$ cat config.mk
export PLATFORM = sky130hd
export DESIGN_NAME = dm_ext_bridge
export DESIGN_NICKNAME = d
export VERILOG_FILES = /design/src/rtl/dm_ext_bridge.sv
export SDC_FILE = /design/constraint.sdc
export NUM_CORES = 1
export LEC_CHECK = 0
export ABC_AREA = 0
export CAP_MARGIN = 20
export CORE_MARGIN = 3
export CORE_UTILIZATION = 37
export DETAILED_ROUTE_END_ITERATION = 10
export PLACE_DENSITY = 0.7
export RECOVER_POWER = 25
export SYNTH_ARGS = -nofsm -noshare
export SYNTH_HDL_FRONTEND = slang
export SYNTH_SLANG_ARGS = --single-unit
$ cat constraint.sdc
create_clock -name clk -period 2 [get_ports clk]
set_clock_uncertainty 0.15 [all_clocks]
set_input_delay 0.2 -clock clk [delete_from_list [all_inputs] [get_ports clk]]
set_output_delay 0.2 -clock clk [all_outputs]
set_load 0.01 [all_outputs]
$ cat src/rtl/dm_ext_bridge.sv
// Multi-window external data-memory bridge: decodes core DM accesses into up to
// NUM_WIN 8-bit external slaves with fixed wait states, slave stretching and timeout.
module dm_ext_bridge #(
    parameter int                    NUM_WIN  = 2,
    parameter logic [NUM_WIN*16-1:0] WIN_BASE = {16'hF000, 16'hE000},
    parameter logic [NUM_WIN*16-1:0] WIN_LEN  = {16'd256, 16'd1024},
    parameter logic [NUM_WIN*4-1:0]  WIN_WS   = {4'd2, 4'd0},
    parameter int                    TIMEOUT  = 255
) (
    input  logic                 clk,
    input  logic                 nrst,
    input  logic [15:0]          ramadr,
    input  logic [7:0]           ramdout,
    input  logic                 ramre,
    input  logic                 ramwe,
    output logic                 busy,
    output logic                 hit,
    output logic [7:0]           rdata,
    output logic [15:0]          ext_a,
    output logic [7:0]           ext_d_out,
    output logic [NUM_WIN-1:0]   ext_cs,
    output logic                 ext_oe,
    output logic                 ext_we,
    input  logic [NUM_WIN*8-1:0] ext_d_in,
    input  logic [NUM_WIN-1:0]   ext_wait,
    output logic                 err,
    output logic [2:0]           err_win,
    input  logic                 err_clr
);

    typedef enum logic [1:0] {S_IDLE, S_ACCESS, S_DONE} state_t;

    localparam logic [15:0] TIMEOUT_C = 16'(TIMEOUT);

    state_t               state_q, state_d;
    logic [2:0]           win_q, win_d;
    logic                 wr_q, wr_d;
    logic [3:0]           wscnt_q, wscnt_d;
    logic [15:0]          tcnt_q, tcnt_d;
    logic [15:0]          ext_a_q, ext_a_d;
    logic [7:0]           ext_d_q, ext_d_d;
    logic [7:0]           rdata_q, rdata_d;
    logic [NUM_WIN-1:0]   cs_q, cs_d;
    logic                 oe_q, oe_d;
    logic                 we_q, we_d;
    logic                 err_q, err_d;
    logic [2:0]           err_win_q, err_win_d;

    logic                 match_any;
    logic [2:0]           match_idx;
    logic [16:0]          win_lo, win_hi;
    logic [7:0]           wait_pad;
    logic [63:0]          din_pad;
    logic [31:0]          ws_pad;
    logic [7:0]           onehot;

    // Scan from the top index down so the lowest matching window wins on overlap.
    always_comb begin
        match_any = 1'b0;
        match_idx = 3'd0;
        win_lo    = 17'd0;
        win_hi    = 17'd0;
        for (int i = NUM_WIN - 1; i >= 0; i--) begin
            win_lo = {1'b0, WIN_BASE[16*i +: 16]};
            win_hi = win_lo + {1'b0, WIN_LEN[16*i +: 16]};
            if (({1'b0, ramadr} >= win_lo) && ({1'b0, ramadr} < win_hi)) begin
                match_any = 1'b1;
                match_idx = 3'(i);
            end
        end
    end

    // Pad per-window vectors to the 8-window maximum so a 3-bit index is always legal.
    always_comb begin
        wait_pad                  = '0;
        wait_pad[NUM_WIN-1:0]     = ext_wait;
        din_pad                   = '0;
        din_pad[NUM_WIN*8-1:0]    = ext_d_in;
        ws_pad                    = '0;
        ws_pad[NUM_WIN*4-1:0]     = WIN_WS;
        onehot                    = 8'b1 << match_idx;
    end

    assign hit  = match_any && (ramre || ramwe);
    assign busy = hit && (state_q != S_DONE);

    always_comb begin
        state_d   = state_q;
        win_d     = win_q;
        wr_d      = wr_q;
        wscnt_d   = wscnt_q;
        tcnt_d    = tcnt_q;
        ext_a_d   = ext_a_q;
        ext_d_d   = ext_d_q;
        rdata_d   = rdata_q;
        cs_d      = cs_q;
        oe_d      = oe_q;
        we_d      = we_q;
        err_d     = err_q;
        err_win_d = err_win_q;

        // A timeout later in this block overrides the clear.
        if (err_clr) err_d = 1'b0;

        case (state_q)
            S_IDLE: begin
                if (hit) begin
                    state_d = S_ACCESS;
                    ext_a_d = ramadr;
                    ext_d_d = ramdout;
                    win_d   = match_idx;
                    wr_d    = ramwe;
                    wscnt_d = ws_pad[{match_idx, 2'b00} +: 4];
                    tcnt_d  = 16'd0;
                    cs_d    = onehot[NUM_WIN-1:0];
                    oe_d    = !ramwe;
                    we_d    = ramwe;
                end
            end
            S_ACCESS: begin
                if (wscnt_q != 4'd0) begin
                    wscnt_d = wscnt_q - 4'd1;
                end else if (!wait_pad[win_q]) begin
                    if (!wr_q) rdata_d = din_pad[{win_q, 3'b000} +: 8];
                    state_d = S_DONE;
                    cs_d    = '0;
                    oe_d    = 1'b0;
                    we_d    = 1'b0;
                end else if (tcnt_q == TIMEOUT_C) begin
                    if (!wr_q) rdata_d = 8'hFF;
                    err_d     = 1'b1;
                    err_win_d = win_q;
                    state_d   = S_DONE;
                    cs_d      = '0;
                    oe_d      = 1'b0;
                    we_d      = 1'b0;
                end else begin
                    tcnt_d = tcnt_q + 16'd1;
                end
            end
            S_DONE: state_d = S_IDLE;
            default: state_d = S_IDLE;
        endcase
    end

    always_ff @(posedge clk or negedge nrst) begin
        if (!nrst) begin
            state_q   <= S_IDLE;
            win_q     <= 3'd0;
            wr_q      <= 1'b0;
            wscnt_q   <= 4'd0;
            tcnt_q    <= 16'd0;
            ext_a_q   <= 16'd0;
            ext_d_q   <= 8'd0;
            rdata_q   <= 8'd0;
            cs_q      <= '0;
            oe_q      <= 1'b0;
            we_q      <= 1'b0;
            err_q     <= 1'b0;
            err_win_q <= 3'd0;
        end else begin
            state_q   <= state_d;
            win_q     <= win_d;
            wr_q      <= wr_d;
            wscnt_q   <= wscnt_d;
            tcnt_q    <= tcnt_d;
            ext_a_q   <= ext_a_d;
            ext_d_q   <= ext_d_d;
            rdata_q   <= rdata_d;
            cs_q      <= cs_d;
            oe_q      <= oe_d;
            we_q      <= we_d;
            err_q     <= err_d;
            err_win_q <= err_win_d;
        end
    end

    assign rdata     = rdata_q;
    assign ext_a     = ext_a_q;
    assign ext_d_out = ext_d_q;
    assign ext_cs    = cs_q;
    assign ext_oe    = oe_q;
    assign ext_we    = we_q;
    assign err       = err_q;
    assign err_win   = err_win_q;

endmodule

==> metrics, run 1 <==
outcome=finished with violations; failing checks=negative setup slack; Mean Syn Cell Area=approximately 9.6 sq um; H-tree depth=3; Inserted Diodes=0; global route total overflow=0; Synth cell types=54; die area=~0.0093 sq mm; total number of yosys warnings=0; fin crit period=between 2000 and 2500 ps; Max Cap Viol=0; Worst-Skew Late Latency=~340 ps; DR vias=~2900; # setup viols final=15; Main synth FF type=dfrtp_1; Critical-path top delay cell=or4_4; Die Width=slightly below 100 um; flops & latches, synth=62; pwr dens=1091 mW/mm^2; Max Buffers Root-to-Sink=2; worst rel slew slack=a little over two fifths; Critical Path Source=wscnt_q[0]; Initial DRC Count=approximately 180; CTS tree=done; CTS Buf Count=9; Crit. End Element=register; DR pass1 iterations=4; Buf/Inv on CP=1; RSZ-0062 raised after global routing=true; share of layout cells above drive strength 1=between 20% and 30%; port bufs=86; HP Start=ramdout[7]; Critical Path Fanout Max=6; Detailed Route WL=8758 um; DP Wirelength=5714 um; fin nets=520; Wirelength per Cell=15.18 um; critical-path cell list=inv_2, ha_4, nor3b_4, nand2_4, a21boi_4, or4_4, a21oi_2; vias in the first global route=between 2000 and 3000; Mapped Cells=approximately 320; CTS sink cnt=just over 60; Synth async-reset ratio=100.0%; Setup WS post-layout=-72.88 ps; Worst VDD drop=around 0.62 mV; largest net degree at the start of global routing=63; worst reg2reg startpoint=wscnt_q[0]; capturing point of the worst reg2reg path=tcnt_q[7]; Pins Over Slew Limit=0; Die Ht=96.33 um; crit-path max cell delay=530 ps; reg-to-reg slack, setup=-70 ps; Tcrit/Tclk final=103.6%; Place WS=-339.3 ps; Synth area leader=dfrtp_1; ANT nets after route=0; multi-input logic area=around 0.0016 sq mm; sequential area share after synthesis=between 50% and 60%; Final Hold Fails=0; Leak Pwr=2.229 nW; Reg clk slew, reported paths=approximately 70 ps; fin util=a little over three fifths; # rows=32; vias per inst=5.097; Starting Density=38.67%; antenna violations before repair=0; P&R area growth vs syn=62.49%; drt drc=0; fill count=654; CORE AREA=0.007807 sq mm; routability-driven placement congestion ratio=approximately 0.85; post-synthesis instance area=0.003019 sq mm; Seq. cell area=0.001553 sq mm; worst r2r path cells=7; worst setup path category=register to register; post-synth top area share=between 50% and 60%; Worst Hold Path EP=ext_d_out[7]; CP required=between 2000 and 2500 ps; Tightest Hold Check Type=input pin to register; Synth area leaders=dfrtp_1 51%, nand2_1 11%, mux2i_1 4.0%; Ports=89; worst slew pin tran=approximately 850 ps; All-Layer GR Usage=between 10% and 20%; Hold Path Cell Cnt=3; global-route wire length before repair=13970 um; clock tree root driver cell=clkbuf_8; EDFF count, synth=0; Worst Path Arrival=between 2000 and 2500 ps; CP Launch Type=register; fmax=just under 500 MHz; Crit path max-delay family=simple AND/OR/NAND/NOR gates
==> what timing repair did <==
action                                  in CTS  in global routing
resized for setup                           22                 26
setup buffers                                8                  9
endpoints found under the setup margin      15                 27
endpoints found under the hold margin       62                  0
pin swaps                                    2                 11
hold buffers                                 1                  0
cloned                                       4                  0
==> cell families after synthesis <==
logic type	share of synthesized area, %
and+or+nand+nor	25.86
DFF	51.39
AOI/OAI and AO/OA	9.905
buffers and inverters	3.978
muxes	7.336
adders and majority gates	0.8287
xor gates and xnor gates	0.5803
other	0.1242
==> power by group <==
part / internal, W / switching [W]
sequential: 0.00165 / 0.000302
combinational: 0.00127 / 0.000972
clock: 0.000668 / 0.000482
==> flip-flops by register name (all words and copies together), names as in the netlist <==
signal and flops:
wr_q 1, ext_cs 2, wscnt_q 4, ext_a 16, err_win 1, ext_d_out 8
win_q 1, tcnt_q 16, ext_oe 1, err 1, state_q 2, ext_we 1
rdata 8
==> routing by layer <==
metal	GRT usage [%]	vias up	share of wire [%]
li1	-	1409	-
met1	25.49	1420	42
met2	30.25	103	49
met3	7.584	9	7.9
met4	5.374	0	0.97
met5	0	-	0
==> layout make-up <==
class	count	share of cell area, %
sequential	62	31.65
tap	102	2.601
inverter	10	0.7651
clock buffer	12	3.366
timing repair buffer	155	28.41
multi-input combinational	233	32.34
clock inverter	3	0.8671
==> synth_stat cells (2+ instances only) <==
cell type	instances
clkbuf_1	8
nand2_1	91
nand2b_1	7
mux2i_1	12
ha_1	2
or4_1	7
nand3_1	11
nor2_1	13
and3_1	2
dfrtp_1	62
inv_1	10
o31ai_1	9
nand4_1	3
mux2_2	9
buf_2	3
buf_4	3
and2_1	4
o22ai_1	2
o21ai_0	12
nor4_1	4
a21oi_1	9
==> per-stage QoR <==
stage	cells	instance area [sq um]	TNS [ps]	hold slack, ps	total power [W]
after global routing	577	4906	-1739	235.0	0.005688
after CTS	568	4763	-104.7	225.3	0.005240
after global placement	540	4362	-8640	83.73	0.003778
after floorplan	317	3060	-243.5	-245.6	0.002794
final	577	4906	-581.2	233.2	0.005353
after detailed placement	540	4362	-9553	86.39	0.003859
==> worst register-to-register path: stages (launching register included) <==
cell      delay [ps]
dfrtp_1          400
inv_2             90
ha_4             130
nor3b_4          260
nand2_4          120
a21boi_4         190
or4_4            530
a21oi_2          140
==> how the worst max path moves through the flow <==
stage               cells after the start         end  slack, ps
finish                                  7   tcnt_q[7]        -70
floorplan                               6    rdata[0]        -30
detailed placement                      5        busy       -340
global placement                        5        busy       -300
CTS                                     7  tcnt_q[15]        -40
global route                            7   tcnt_q[7]       -140
==> placed cells by master, fill, tap and decap left out, types with 2 or more instances in the layout <==
| cell | netlist | routed |
|---|---|---|
| o22ai_1 | 2 | 2 |
| nor4_2 | 1 | 3 |
| a21oi_2 | 0 | 7 |
| clkdlybuf4s50_1 | 0 | 83 |
| and2_1 | 4 | 3 |
| nand2_1 | 91 | 90 |
| buf_6 | 1 | 3 |
| buf_4 | 3 | 63 |
| a21boi_4 | 1 | 3 |
| o21a_4 | 0 | 2 |
| o21ai_0 | 12 | 11 |
| clkbuf_8 | 0 | 12 |
| mux2_4 | 0 | 8 |
| o31ai_2 | 0 | 3 |
| o31ai_1 | 9 | 6 |
| and3_1 | 2 | 2 |
| a21oi_1 | 9 | 2 |
| inv_1 | 10 | 8 |
| dfrtp_1 | 62 | 61 |
| or4_4 | 0 | 7 |
| nor2_1 | 13 | 12 |
| nand4_1 | 3 | 3 |
| nand3_1 | 11 | 11 |
| nand2b_1 | 7 | 7 |
| mux2i_1 | 12 | 11 |
| inv_2 | 0 | 2 |
| conb_1 | 1 | 2 |
Note: power is estimated with default switching activity, not from simulation.
==> run 2, diff against run 1 <==
Settings changed: PLACE_DENSITY 0.7 to 0.67, REMOVE_ABC_BUFFERS set to 1.
Clock period 2 ns to 2.6 ns, I/O delays scaled along.
==> metrics, run 2 (synthesized netlist as in run 1, its figures left out) <==
capturing point of the worst reg2reg path=tcnt_q[7]; Worst-Skew Late Latency=330 ps (about the same); vias per inst=5.056 (-0.81%); # Post-CTS Setup Buffers=0 (-8); CTS sink cnt=62 (unchanged); antenna violations before repair=0 (unchanged); Ports=89 (unchanged); Max Buffers Root-to-Sink=2 (unchanged); Starting Density=38.67% (unchanged); Buf/Inv on CP=2 (+1); port bufs=86 (unchanged); CTS resizes=0 (-100%); All-Layer GR Usage=16.28% (-3.2 points); CP Launch Type=input pin; Crit path max-delay family=buffers and inverters; Hold Path Cell Cnt=3 (unchanged); P&R area growth vs syn=39.49%; most used cell, CP=clkdlybuf4s50_1; share of layout cells above drive strength 1=10.82% (-19 points); reg-to-reg slack, setup=190 ps (+260 ps); # setup viols final=0 (-15); Critical-path top delay cell=clkdlybuf4s50_1; Leak Pwr=1.845 nW (-17%); clock tree root driver cell=clkbuf_8; HP Start=ramadr[2]; Critical Path Source=ramadr[10]; global route total overflow=0 (unchanged); global-route wire length before repair=11970 um (-14%); Pins Over Slew Limit=0 (unchanged); outcome=finished, final reports clean; CTS Buf Count=9 (unchanged); worst r2r path cells=6 (-1); critical-path cell list=clkdlybuf4s50_1, and4bb_2, o2111a_2, a21boi_0, clkdlybuf4s50_1; fin crit period=~2400 ps; Crit. End Element=output pin; fin nets=460 (-12%); crit-path max cell delay=560 ps (+30 ps); ANT nets after route=0 (unchanged); Max Cap Viol=0 (unchanged); setup total negative slack=0 ps (+581.2 ps); Detailed Route WL=7253 um (-17%); worst setup path category=input pin to output pin; Seq. cell area=0.001551 sq mm (about the same); DR pass1 iterations=4 (unchanged); pwr dens=845.8 mW/mm^2 (-22%); largest net degree at the start of global routing=27 (-57%); worst slew pin tran=1414 ps (+563.7 ps); Tcrit/Tclk final=between 90% and 100%; DR vias=2619 (-11%); vias in the first global route=2591 (-11%); CTS tree=done; worst reg2reg startpoint=tcnt_q[0]; Critical Path Fanout Max=6 (unchanged); Worst Hold Path EP=ext_a[2]; DP Wirelength=5424 um (-5.1%); Initial DRC Count=156 (-15%); total power draw=0.003562 W (-33%); fmax=a little over 400 MHz; fill count=719 (+9.9%); Wirelength per Cell=14.00 um (-7.8%); Die Width=96.33 um (unchanged); Worst VDD drop=0.4111 mV (-33%); Final Hold Fails=0 (unchanged); commonest cells after routing, fill and taps aside=91 x nand2_1, 85 x clkdlybuf4s50_1, 62 x dfrtp_1; CORE AREA=0.007807 sq mm (unchanged); # hold bufs at CTS=1 (unchanged); RSZ-0062 raised after global routing=false; Die Ht=96.33 um (unchanged); CP required=2190 ps (+70 ps); drt drc=0 (unchanged); most common cell after layout, fill and taps aside=nand2_1; # rows=32 (unchanged); Worst Path Arrival=2020 ps (-170 ps); Reg clk slew, reported paths=70 ps (about the same); multi-input logic area=0.001351 sq mm (-15%); routability-driven placement congestion ratio=0.8194 (-3.3%); H-tree depth=3 (unchanged); Inserted Diodes=0 (unchanged); die area=0.009279 sq mm (unchanged); worst rel slew slack=5.748% (-38 points); Tightest Hold Check Type=input pin to register
## run 2: cell count changes in the layout (fill, tap and decap cells not counted), moves of 7 or more
cell	previous run	this run
buf_4	63	11
mux2_2	1	9
mux2_4	8	0
a21oi_1	2	9
a21oi_2	7	0
or4_1	0	7
or4_4	7	0
## run 2: cell type report
type                       instances  area share [%]
sequential                        62           36.84
multi-input combinational        229           32.09
clock buffer                      11           3.119
inverter                          10          0.8913
tap                              102           3.030
clock inverter                     5           1.426
timing repair buffer              99           22.61
## run 2: how the worst max path moves through the flow
stage	depth (start not counted)	slack, ps	endpoint
floorplan	4	230	rdata[0]
global placement	5	200	busy
detailed placement	5	160	busy
CTS	5	160	busy
global route	5	50	busy
finish	5	170	busy
## run 2: worst reg2reg max path, cell delays in order (launching register included)
cell and delay [ps]:
dfrtp_1 450, ha_1 280, and4_1 180, and4_4 190, o21a_1 370, or4_1 570, a21oi_1 170
## run 2: power by group
group          total, W  switching [W]  internal, W
clock          0.000823       0.000378     0.000445
combinational   0.00123       0.000556     0.000669
sequential      0.00151       0.000245      0.00127
## run 2: per-layer routing
layer  global-route usage, %  share of wire [%]  vias to the layer above
met5                       0                  0                        -
met3                   3.518                6.0                        4
met2                   26.05                 48                       66
met1                   21.82                 45                     1271
met4                   5.607               0.55                        0
li1                        -                  -                     1278
## run 2: metrics by stage
step           instance area (sq um)  hold WS (ps)  util (%)  instances  setup WS [ps]
6_report                        4212         294.3     53.94        518          168.4
4_1_cts                         4215         283.0     53.99        518          157.9
3_5_place_dp                    4014         166.8     51.41        501          159.1
3_3_place_gp                    4014         161.8     51.41        501          203.3
5_1_grt                         4212         300.9     53.94        518          51.75
2_1_floorplan                   2940        -185.6         -        301          234.8
==> run 3, diff against run 2 <==
Settings changed: SLEW_MARGIN set to 20.
==> results of run 3 <==
Same layout as run 2: the final DEF is identical, and so are final timing and power.
==> edit: new RTL, settings of run 1 <==
Make the reset (`nrst`) synchronous in one clocked block.
--- a/src/rtl/dm_ext_bridge.sv
+++ b/src/rtl/dm_ext_bridge.sv
@@ -145,3 +145,3 @@
 
-    always_ff @(posedge clk or negedge nrst) begin
+    always_ff @(posedge clk) begin
         if (!nrst) begin
Formal check against the unedited RTL: differs if nrst is asserted again (counterexample within 4 cycles, from zero or initial values and one cycle with nrst low); with nrst held inactive, the same outputs for 10 cycles.
==> edit against run 1 <==
Area after synthesis shrank 7.7%; fmax up 4.2%; global-route usage hardly changed; sequential share of layout area fell by 4.0 points; sequential cell count did not move; wire length fell by 4.2%; cell area is 8.2% lower; hold slack improved by 19 ps; setup slack better by 83 ps; critical path type unchanged; critical endpoint is now rdata[7]; highest routed layer unchanged.
Power is not compared: it rests on default switching activity, and its combinational part moved more than twofold at a synthesized area within 25%.
==> edit: results (changes against run 1) <==
[placement]
dp_slack_ps = -237  ; was -339 ps
gp_congestion = 0.892  ; was 0.847
dp.final_hpwl_mm = 6.04  ; was 5.71 mm
port_buffers = 86  ; unchanged
post_dp_cell_area_um2 = 4100  ; was 4360 um^2

[cts]
cts_setup_buffers = 0  ; was 8
clock-sinks = 62  ; unchanged
path_clk_slew_ps = 80
clock_latency_ps = 340  ; about the same
post_cts_resized = 6  ; was 22
cts_root_buf = clkbuf_8  ; unchanged
clock_path_buffers = 2  ; unchanged

[worst_setup_path]
critPathMaxStageDelay_ps = 440  ; was 530 ps
path_max_fanout = 7  ; was 6
regToRegSetupSlack_ps = 10  ; was -70 ps
reg2reg_to = rdata[7]  ; was tcnt_q[7]
crit_start = tcnt_q[1]  ; was wscnt_q[0]
cp-end-kind = flop  ; unchanged
critPathArrivalTime_ps = 2120  ; was 2190 ps
slowest_stage = a211o_4  ; was or4_4
crit_family = compound AO/OA/AOI/OAI gates  ; was simple AND/OR/NAND/NOR gates

[global_route]
grt_max_degree = 24  ; was 63
track_usage_pct = 19.5  ; about the same
antenna_found_initial = 0  ; unchanged
grt_pass1_wl_mm = 13.5  ; was 14.0 mm
grt_pass1_vias = 2887  ; was 2916

[power_and_ir_drop]
p_comb_mw = 0.210
cellLeakagePower_nw = 1.76
finalPower_mw = 2.69
p_switching_mw = 0.620
ir_drop_uv = 481
p_clk_mw = 1.24

[yosys]
yosysSeqAreaShare_pct = 44.5  ; was 51.4%
synthArstFlopShare_pct = 0  ; was 100%
synth-main-ff-cell = dfxtp_1  ; was dfrtp_1
synth_edf_count = 0  ; unchanged
synth_area_leaders = dfxtp_1 (45%), nand2_1 (8.6%), a21oi_1 (8.3%)  ; was dfrtp_1 (51%), nand2_1 (11%), mux2i_1 (4.0%)
synth.distinct_cells = 50  ; was 54
ys_top_cells_by_count = nand2_1 (64), dfxtp_1 (62), a21oi_1 (46)  ; was nand2_1 (91), dfrtp_1 (62), nor2_1 (13)
yosys_warnings = 0  ; unchanged

[drt]
wl_per_cell_um = 14.5  ; was 15.2 um
drtIter0Drc = 139  ; was 183
via_per_inst = 5.08  ; was 5.10
dr.pass1.iters = 4  ; unchanged

[hold_path]
hold_end = ext_a[5]  ; was ext_d_out[7]
hold_depth = 3  ; unchanged
hold_start = ramadr[5]  ; was ramdout[7]

[layout]
fill_cells = 648  ; was 654
antennaDiodeCount = 0  ; unchanged
drive_gt1_share_pct = 21.5  ; was 29.5%
fin_nets = 524  ; was 520

[timing]
holdWs_ps = 252  ; was 233 ps
max_freq_mhz = 503  ; was 482 MHz

[status]
status = completed  ; was complete, but fails checks

-- edit: metal layers --
metal  wire [um]  GRT usage, %  vias to the layer above
li1            -             -                     1478
met1        3690          24.3                     1367
met2        3920          30.0                       86
met3         689          8.85                        9
met4          89          6.23                        0
met5           0             0                        -
-- edit: logic make-up after synthesis --
logic type                 share of synthesized area [%]
other                                              0.135
buffers and inverters                               4.67
xor gates and xnor gates                           0.628
adders and majority gates                          0.898
and+or+nand+nor                                     23.6
AOI/OAI and AO/OA                                   21.9
muxes                                               3.73
DFF                                                 44.5
-- edit: cell type report --
type | count | area (um^2) | area share [%]
clock buffer | 9 | 124 | 2.75
clock inverter | 7 | 98.8 | 2.20
inverter | 9 | 33.8 | 0.750
multi-input combinational | 247 | 1520 | 33.8
sequential | 62 | 1240 | 27.6
tap | 99 | 124 | 2.75
timing repair buffer | 146 | 1360 | 30.1
-- edit: per-stage QoR --
step,instances,TNS (ps)
after floorplan,337,0
after global placement,555,-1470
after detailed placement,555,-2530
after CTS,571,0
after global routing,579,-253
final,579,0
